File: config.mk
export PLATFORM = sky130hd
export DESIGN_NAME = sram_arbiter
export DESIGN_NICKNAME = d
export VERILOG_FILES = /design/src/rtl/sram_arbiter.sv
export SDC_FILE = /design/constraint.sdc
export NUM_CORES = 1
export LEC_CHECK = 0
export CORE_AREA = 2 2 124 126
export CTS_CLUSTER_DIAMETER = 100
export CTS_CLUSTER_SIZE = 24
export DETAILED_ROUTE_END_ITERATION = 12
export DIE_AREA = 0 0 126 128
export PLACE_DENSITY = 0.6
export SYNTH_ARGS = -nofsm -noshare
export SYNTH_HDL_FRONTEND = slang
export SYNTH_SLANG_ARGS = --single-unit
File: constraint.sdc
create_clock -name clk -period 1.1 [get_ports clk]
set_input_delay 0.11 -clock clk [delete_from_list [all_inputs] [get_ports clk]]
set_output_delay 0.11 -clock clk [all_outputs]
set_load 0.01 [all_outputs]
File: src/rtl/sram_arbiter.sv
// Two-master arbiter in front of a single sram-like slave. Data normally wins;
// instruction requests are forced through after STARVE_MAX consecutive data
// grants. Only one slave transaction is ever outstanding.
module sram_arbiter #(
    parameter int unsigned STARVE_MAX = 4
) (
    input  logic        clk,
    input  logic        reset,

    input  logic        inst_req,
    input  logic        inst_wr,
    input  logic [1:0]  inst_size,
    input  logic [3:0]  inst_wstrb,
    input  logic [31:0] inst_addr,
    input  logic [31:0] inst_wdata,
    output logic        inst_addr_ok,
    output logic        inst_data_ok,
    output logic [31:0] inst_rdata,

    input  logic        data_req,
    input  logic        data_wr,
    input  logic [1:0]  data_size,
    input  logic [3:0]  data_wstrb,
    input  logic [31:0] data_addr,
    input  logic [31:0] data_wdata,
    output logic        data_addr_ok,
    output logic        data_data_ok,
    output logic [31:0] data_rdata,

    output logic        s_req,
    output logic        s_wr,
    output logic [1:0]  s_size,
    output logic [3:0]  s_wstrb,
    output logic [31:0] s_addr,
    output logic [31:0] s_wdata,
    input  logic        s_addr_ok,
    input  logic        s_data_ok,
    input  logic [31:0] s_rdata
);

    localparam logic [3:0] StarveMax = 4'(STARVE_MAX);

    typedef enum logic [1:0] {
        StIdle,
        StAddr,
        StData
    } state_e;

    state_e     state_q, state_d;
    logic       owner_q, owner_d;          // 0: inst, 1: data
    logic [3:0] starve_cnt_q, starve_cnt_d;
    logic       grant_data;
    logic       in_addr;
    logic       addr_hit;
    logic       done_hit;

    // Next-state: arbitration in IDLE, then wait for slave handshakes.
    always_comb begin
        state_d      = state_q;
        owner_d      = owner_q;
        starve_cnt_d = starve_cnt_q;
        grant_data   = 1'b0;
        unique case (state_q)
            StIdle: begin
                if (inst_req || data_req) begin
                    state_d    = StAddr;
                    grant_data = data_req && !(inst_req && (starve_cnt_q == StarveMax));
                    owner_d    = grant_data;
                    // Count only data grants that make a waiting inst request wait longer.
                    if (grant_data && inst_req) begin
                        starve_cnt_d = (starve_cnt_q == StarveMax) ? starve_cnt_q
                                                                   : starve_cnt_q + 4'd1;
                    end else begin
                        starve_cnt_d = 4'd0;
                    end
                end
            end
            StAddr: begin
                if (s_addr_ok) begin
                    state_d = s_data_ok ? StIdle : StData;
                end
            end
            StData: begin
                if (s_data_ok) begin
                    state_d = StIdle;
                end
            end
            default: state_d = StIdle;
        endcase
    end

    // State registers with synchronous reset.
    always_ff @(posedge clk) begin
        if (reset) begin
            state_q      <= StIdle;
            owner_q      <= 1'b0;
            starve_cnt_q <= 4'd0;
        end else begin
            state_q      <= state_d;
            owner_q      <= owner_d;
            starve_cnt_q <= starve_cnt_d;
        end
    end

    // Outputs: slave command muxed from the owner, handshakes routed back to it.
    // Everything is gated by reset so an in-flight completion is silently dropped.
    always_comb begin
        in_addr  = !reset && (state_q == StAddr);
        addr_hit = in_addr && s_addr_ok;
        done_hit = (addr_hit && s_data_ok) || (!reset && (state_q == StData) && s_data_ok);

        s_req    = in_addr;
        s_wr     = owner_q ? data_wr    : inst_wr;
        s_size   = owner_q ? data_size  : inst_size;
        s_wstrb  = owner_q ? data_wstrb : inst_wstrb;
        s_addr   = owner_q ? data_addr  : inst_addr;
        s_wdata  = owner_q ? data_wdata : inst_wdata;

        inst_addr_ok = addr_hit && !owner_q;
        data_addr_ok = addr_hit && owner_q;
        inst_data_ok = done_hit && !owner_q;
        data_data_ok = done_hit && owner_q;
        inst_rdata   = s_rdata;
        data_rdata   = s_rdata;
    end

endmodule

==> PnR_summary.wiki, run 1 <==
{| class="wikitable"
! Metric !! Value
|-
| Outcome || finished with violations
|-
| Violated checks || negative setup slack
|-
| Largest cells by area after synthesis || sky130_fd_sc_hd__mux2_2 (47%), sky130_fd_sc_hd__buf_4 (29%), sky130_fd_sc_hd__dfxtp_1 (8.1%)
|-
| Top fanout value on the critical path || 7
|-
| Number of register bits inferred by synthesis || 7
|-
| Arr. time, crit path || roughly 1400 ps
|-
| Mean Syn Cell Area || 9.03 um2
|-
| Power spent charging and discharging nets || between 0.9 and 1 mW
|-
| Post-Syn Instances || 191
|-
| Clock share of power || between 10% and 20%
|-
| Wire length of the first global-routing pass || roughly 15000 um
|-
| Most instantiated flip-flop cell in the synthesis netlist || sky130_fd_sc_hd__dfxtp_1
|-
| Fraction of final layout cells with drive strength greater than 1 || 56.5%
|-
| Type of the setup path with the least slack || reg -> out
|-
| Proportion of synthesized flip-flops having asynchronous set or reset || 0%
|-
| Routability Congestion || 0.748
|-
| Initial antenna violation count || 0
|-
| Transition at the pin with the smallest max-transition slack || about 350 ps
|-
| Clock-pin slew on the worst setup and hold paths || roughly 30 ps
|-
| Largest net degree at the start of global routing || 11
|-
| Number of nets in the final layout || roughly 570
|-
| Clock tree from TritonCTS || built
|-
| Share of total power consumed by net switching || between 20% and 30%
|-
| CP endpoint kind || primary output
|-
| Std-Cell Rows || between 40 and 50
|-
| Worst vdd rail ir drop || around 0.00053 V
|-
| Depth of the CTS H-tree || 1
|-
| Synthesis-to-layout area growth || 177%
|-
| Kind of launch point of the worst setup path || register
|-
| Clock Sinks || 7
|-
| Leading cell type by number of instances after synthesis || sky130_fd_sc_hd__mux2_2
|-
| Worst clock skew on the final layout || slightly above 7 ps
|-
| Synth cell types || 28
|-
| Max Clk Rate || 655 MHz
|-
| Count of flip-flops with a built-in enable after synthesis || 0
|-
| Most area-hungry cell type in the Yosys netlist || sky130_fd_sc_hd__mux2_2
|-
| Post-route antenna net violation count || 0
|-
| Worst hold-check slack || about 220 ps
|-
| First DRT Iteration DRCs || between 40 and 50
|-
| Final number of setup-violating endpoints || 81
|-
| Internal || roughly 2.4 mW
|-
| Filler cell count || about 1.5k
|-
| Max stage delay on crit path || 360 ps
|-
| Post-synthesis net count || between 300 and 400
|-
| Vertical extent of the die || between 100 and 150 um
|-
| Worst endpoint required time || ~1000 ps
|-
| Initial standard-cell utilization of the core || between 10 and 15%
|-
| Root Buffer || sky130_fd_sc_hd__clkbuf_16
|-
| Std-Cell Core Area || approximately 0.015 mm2
|-
| Max-cap viol count || 0
|-
| Register area share after synthesis || under 10%
|-
| Final worst-path setup slack || -426 ps
|-
| Leakage dissipation || between 2 and 2.5 nW
|-
| Share of the clock period used by the worst path after layout || 139%
|-
| Count of endpoints failing hold in the final timing report || 0
|-
| Non-filler cells, final || ~570
|-
| Total count of max-transition violations in the final report || 0
|-
| Post-Synthesis Cell Area || 0.00172 mm2
|-
| Sequential share of power || 8.3%
|-
| DRT Pass-1 Iters || 4
|-
| Port bufs || ~220
|-
| Post-layout utilization of the core || 32.1%
|-
| Leading cell types by count after synthesis || sky130_fd_sc_hd__mux2_2 (72), sky130_fd_sc_hd__buf_4 (67), sky130_fd_sc_hd__dfxtp_1 (7)
|-
| Number of warning messages in the yosys log || 0
|-
| Placed cell count || 544
|-
| Leftover overflow at the end of global routing || 0
|-
| Die Footprint || ~0.016 mm2
|-
| Fraction of post-synthesis cell area in the top cell type by area || a little under half
|-
| Clock latency on the worst-skew pair || 240 ps
|-
| Relative slew slack || roughly 77%
|-
| Final period demand of the worst path || 1530 ps
|-
| Total DRC errors in the routed layout || 0
|-
| Maximum clock insertion buffer count || 2
|-
| Final Total Pwr || around 3.4 mW
|-
| Pwr dens || 708 mW/mm2
|-
| Combinational fraction of design power || slightly above 70%
|-
| Worst hold path class || in -> out
|-
| Critical-path top delay cell || sky130_fd_sc_hd__dfxtp_4
|-
| Detailed placement HPWL || about 7700 um
|-
| Routed wire length || 11300 um
|-
| Cts-stage hold buffer count || 0
|-
| Setup repair after global routing missed its margin || yes
|-
| Total clock buffers created by CTS || 3
|-
| Ant. Diodes || 0
|-
| Number of vias per cell after detailed routing || between 3 and 4
|-
| Routed len/inst || ~20 um
|-
| Via count || around 2.2k
|-
| Critical-path cell list || buf_12 -> buf_12 -> buf_6 -> mux2_4 -> buf_6
|-
| Global-route total usage across every layer || 12.3%
|-
| Count of pins on the block boundary || 320
|-
| Number of global-route vias before repair || ~2.3k
|-
| Floorplan die width || about 130 um
|}
[per-layer routing]
layer,share of wire [%],vias to the layer above,global-route usage (%)
li1,-,996,-
met1,45,1033,16.7
met2,45,154,19.0
met3,8.9,12,4.01
met4,1.1,0,2.33
met5,0,-,0
[cells by family (layout without fill, tap and decap cells)]
| group | count (synthesis) | after routing | share of synthesized area [%] |
|---|---|---|---|
| AOI/OAI and AO/OA | 10 | 10 | 3.99 |
| adders and majority gates | 2 | 2 | 1.45 |
| buffers and inverters | 75 | 270 | 31.3 |
| DFF | 7 | 7 | 8.13 |
| muxes | 72 | 72 | 47.0 |
| and+or+nand+nor | 25 | 25 | 8.13 |
[layout make-up]
class	instances	area (um2)	area share, %
Timing Repair Buffer	264	2910	61.0
Multi-Input combinational cell	109	1390	29.2
Tap cell	188	235	4.93
Sequential cell	7	149	3.12
Clock buffer	3	75.1	1.57
Inverter	2	7.51	0.157
Clock inverter	1	5.00	0.105
[final timing paths]
kind         cells after the start  slack (ps)       startpoint         endpoint
max                              5        -430          owner_q      s_wdata[21]
min                              0         220      s_rdata[16]   data_rdata[16]
min reg2reg                      2         590  starve_cnt_q[2]  starve_cnt_q[2]
max reg2reg                      5        -150       state_q[1]  starve_cnt_q[2]
[critical path, delay by kind of cell (launching register included)]
| kind | cells | cell delay [ps] |
|---|---|---|
| muxes | 1 | 290 |
| DFF | 1 | 360 |
| buffers and inverters | 4 | 530 |
[cell usage in the layout, fill, tap and decap left out, types with 2 or more instances in the layout]
cell type	instances
sky130_fd_sc_hd__a21oi_2	2
sky130_fd_sc_hd__dfxtp_1	2
sky130_fd_sc_hd__mux2_2	7
sky130_fd_sc_hd__buf_12	9
sky130_fd_sc_hd__buf_6	85
sky130_fd_sc_hd__dfxtp_2	4
sky130_fd_sc_hd__buf_4	13
sky130_fd_sc_hd__nand2_1	4
sky130_fd_sc_hd__nor3_1	2
sky130_fd_sc_hd__nand2_2	2
sky130_fd_sc_hd__inv_2	2
sky130_fd_sc_hd__a22oi_2	2
sky130_fd_sc_hd__buf_2	3
sky130_fd_sc_hd__nor2_1	4
sky130_fd_sc_hd__clkdlybuf4s50_1	147
sky130_fd_sc_hd__buf_16	5
sky130_fd_sc_hd__clkbuf_16	5
sky130_fd_sc_hd__mux2_4	65
[metrics by stage]
step	TNS, ps	instance area, um2	worst slack [ps]
final	-26960	4770	-426
after global routing	-29460	4770	-453
after CTS	-32700	4630	-482
after detailed placement	-36420	3830	-584
after global placement	-35540	3830	-614
after floorplan	-5.97	1780	-4.21
[flip-flops by register name, indices dropped and copies added (netlist names)]
register and count:
owner_q 1, starve_cnt_q 4, state_q 2
[repair_timing]
action,in CTS,in global routing
gates cloned,10,2
setup endpoints to repair,81,81
buffers inserted,18,7
pin swaps,11,10
resized for setup,411,85
[power groups by stage]
stage | Sequential (mW) | Combinational (mW) | Clock (mW)
global placement | 0.282 | 1.77 | 0
CTS | 0.279 | 2.34 | 0.643
detailed placement | 0.283 | 1.78 | 0
finish | 0.280 | 2.46 | 0.638
floorplan | 0.281 | 0.851 | 0
global route | 0.282 | 2.58 | 0.654
Power figures use the tool's default switching activity.
==> run 2: changes to the inputs <==
==> config.mk (replaced) <==
export PLATFORM = sky130hd
export DESIGN_NAME = sram_arbiter
export DESIGN_NICKNAME = d
export VERILOG_FILES = /design/src/rtl/sram_arbiter.sv
export SDC_FILE = /design/constraint.sdc
export NUM_CORES = 1
export LEC_CHECK = 0
export CORE_AREA = 5 5 120 122
export CTS_CLUSTER_DIAMETER = 100
export CTS_CLUSTER_SIZE = 24
export DETAILED_ROUTE_END_ITERATION = 12
export DIE_AREA = 0 0 125 127
export PLACE_DENSITY = 0.65
export SYNTH_ARGS = -nofsm -noshare
export SYNTH_HDL_FRONTEND = slang
export SYNTH_SLANG_ARGS = --single-unit
==> PnR_summary.wiki, run 2 (synthesis results as in run 1) <==
{| class="wikitable"
! Metric !! Value
|-
| Arr. time, crit path || 1430 ps
|-
| Final Total Pwr || about 3.3 mW
|-
| Outcome || finished with violations
|-
| Cell family with the largest share of critical-path delay || buffers and inverters
|-
| CP endpoint kind || primary output
|-
| Number of vias per cell after detailed routing || just under 4
|-
| Clock Sinks || 7
|-
| Routability Congestion || 0.931
|-
| Leftover overflow at the end of global routing || 0
|-
| Routed len/inst || ~19 um
|-
| Pwr dens || about 710 mW/mm2
|-
| Type of the setup path with the least slack || reg -> out
|-
| Count of pins on the block boundary || 320
|-
| Area of all placed cells without fillers || between 0.004 and 0.005 mm2
|-
| Max Clk Rate || roughly 650 MHz
|-
| Detailed placement HPWL || ~8000 um
|-
| Clock tree from TritonCTS || built
|-
| Global-route total usage across every layer || around an eighth
|-
| Max-cap viol count || 0
|-
| Worst Setup Slack post-DPL || -589 ps
|-
| Wire length of the first global-routing pass || roughly 15000 um
|-
| Post-layout utilization of the core || 36.3%
|-
| Std-Cell Rows || 42
|-
| Most flops, register || starve_cnt_q
|-
| Worst endpoint required time || ~990 ps
|-
| Largest net degree at the start of global routing || 10
|-
| Via count || between 2k and 2.5k
|-
| Transition at the pin with the smallest max-transition slack || approximately 310 ps
|-
| Most common library cell in the layout ignoring fill and taps || sky130_fd_sc_hd__clkdlybuf4s50_1
|-
| Most used cell, CP || sky130_fd_sc_hd__buf_12
|-
| Critical-path top delay cell || sky130_fd_sc_hd__dfxtp_4
|-
| Die Footprint || ~0.016 mm2
|-
| Routed wire length || 10700 um
|-
| Number of nets in the final layout || between 500 and 600
|-
| First DRT Iteration DRCs || 79
|-
| Final number of setup-violating endpoints || between 80 and 90
|-
| Root Buffer || sky130_fd_sc_hd__clkbuf_16
|-
| Relative slew slack || a little under 80%
|-
| Top fanout value on the critical path || 6
|-
| Total DRC errors in the routed layout || 0
|-
| Violated checks || negative setup slack
|-
| Largest registers ranked by flip-flop count || starve_cnt_q: 4 flops, state_q: 2 flops, owner_q: 1 flops
|-
| Critical-path cell list || buf_12 -> buf_12 -> buf_16 -> mux2_4 -> buf_6
|-
| Commonest non-fill, non-tap cells in the layout || sky130_fd_sc_hd__clkdlybuf4s50_1 (147), sky130_fd_sc_hd__buf_6 (89), sky130_fd_sc_hd__mux2_4 (71)
|-
| Initial antenna violation count || 0
|-
| Vertical extent of the die || 127 um
|-
| Count of endpoints failing hold in the final timing report || 0
|-
| DRT Pass-1 Iters || 4
|-
| Share of the clock period used by the worst path after layout || 140%
|-
| Floorplan die width || 125 um
|-
| Initial standard-cell utilization of the core || 13.2%
|-
| Std-Cell Core Area || roughly 0.013 mm2
|-
| Maximum clock insertion buffer count || 2
|-
| Leakage dissipation || 2.04 nW
|-
| Total count of max-transition violations in the final report || 0
|-
| Crit path buffers/inverters || 4
|-
| Worst hold path class || in -> out
|-
| Worst vdd rail ir drop || between 0.0006 and 0.0007 V
|-
| Clock-pin slew on the worst setup and hold paths || approximately 40 ps
|-
| Final period demand of the worst path || around 1500 ps
|-
| Fraction of final layout cells with drive strength greater than 1 || 55.4%
|-
| Max stage delay on crit path || between 300 and 400 ps
|-
| Ant. Diodes || 0
|-
| Final worst-path setup slack || -443 ps
|-
| Clock latency on the worst-skew pair || about 230 ps
|-
| Number of global-route vias before repair || 2539
|-
| Kind of launch point of the worst setup path || register
|-
| Synthesis-to-layout area growth || 175%
|-
| Post-route antenna net violation count || 0
|-
| Cell Area, Placed || 0.00383 mm2
|-
| Port bufs || between 200 and 250
|-
| Setup repair after global routing missed its margin || yes
|-
| Largest register FFs || 4
|-
| Total clock buffers created by CTS || 3
|-
| Worst clock skew on the final layout || 3.42 ps
|-
| Depth of the CTS H-tree || 1
|}
==> run 2: cell types whose count changed in the layout (fill, tap and decap cells not counted), sizes merged <==
cell and delta:
clkinv -1, clkbuf +1
==> run 2: through the flow <==
stage          hold WS (ps)  instances  setup TNS (ps)
2_1_floorplan           182        191           -5.97
3_3_place_gp            220        534          -40600
3_5_place_dp            220        534          -41030
4_1_cts                 220        560          -28570
5_1_grt                 220        562          -30520
6_report                220        562          -27820
==> run 2: metal layers <==
layer / share of wire [%] / global-route usage (%) / vias up
met1: 41 / 14.7 / 1017
met5: 0 / 0 / -
met2: 47 / 20.8 / 179
met3: 10 / 4.59 / 22
met4: 1.9 / 3.19 / 0
li1: - / - / 999
==> run 2: path summary, 6_finish.rpt <==
check / startpoint / end / slack (ps) / depth (start not counted)
worst max register to register: state_q[0] / starve_cnt_q[2] / -80 / 5
worst min register to register: starve_cnt_q[1] / starve_cnt_q[1] / 490 / 2
worst max-delay path: owner_q / s_addr[2] / -440 / 5
worst min-delay path: s_rdata[7] / data_rdata[7] / 220 / 0
==> run 2: power breakdown <==
| part | switching, mW | internal, mW | leakage (nW) |
|---|---|---|---|
| registers | 0.0137 | 0.267 | 0.0602 |
| clock network | 0.149 | 0.483 | 0.0382 |
| logic | 0.779 | 1.66 | 1.94 |
==> run 2: area by class of cell <==
type                            instances  area, um2
Multi-Input combinational cell        109       1400
Fill cell                            1256       8340
Clock buffer                            4       78.8
Tap cell                              176        220
Inverter                                2       7.51
Sequential cell                         7        153
Timing Repair Buffer                  264       2890
==> run 2: timing repair <==
item	4_1_cts	5_1_grt
endpoints found under the setup margin	81	82
buffers inserted	18	6
pin swaps	14	11
hold buffers	0	0
resized for setup	479	30
cloned	5	2
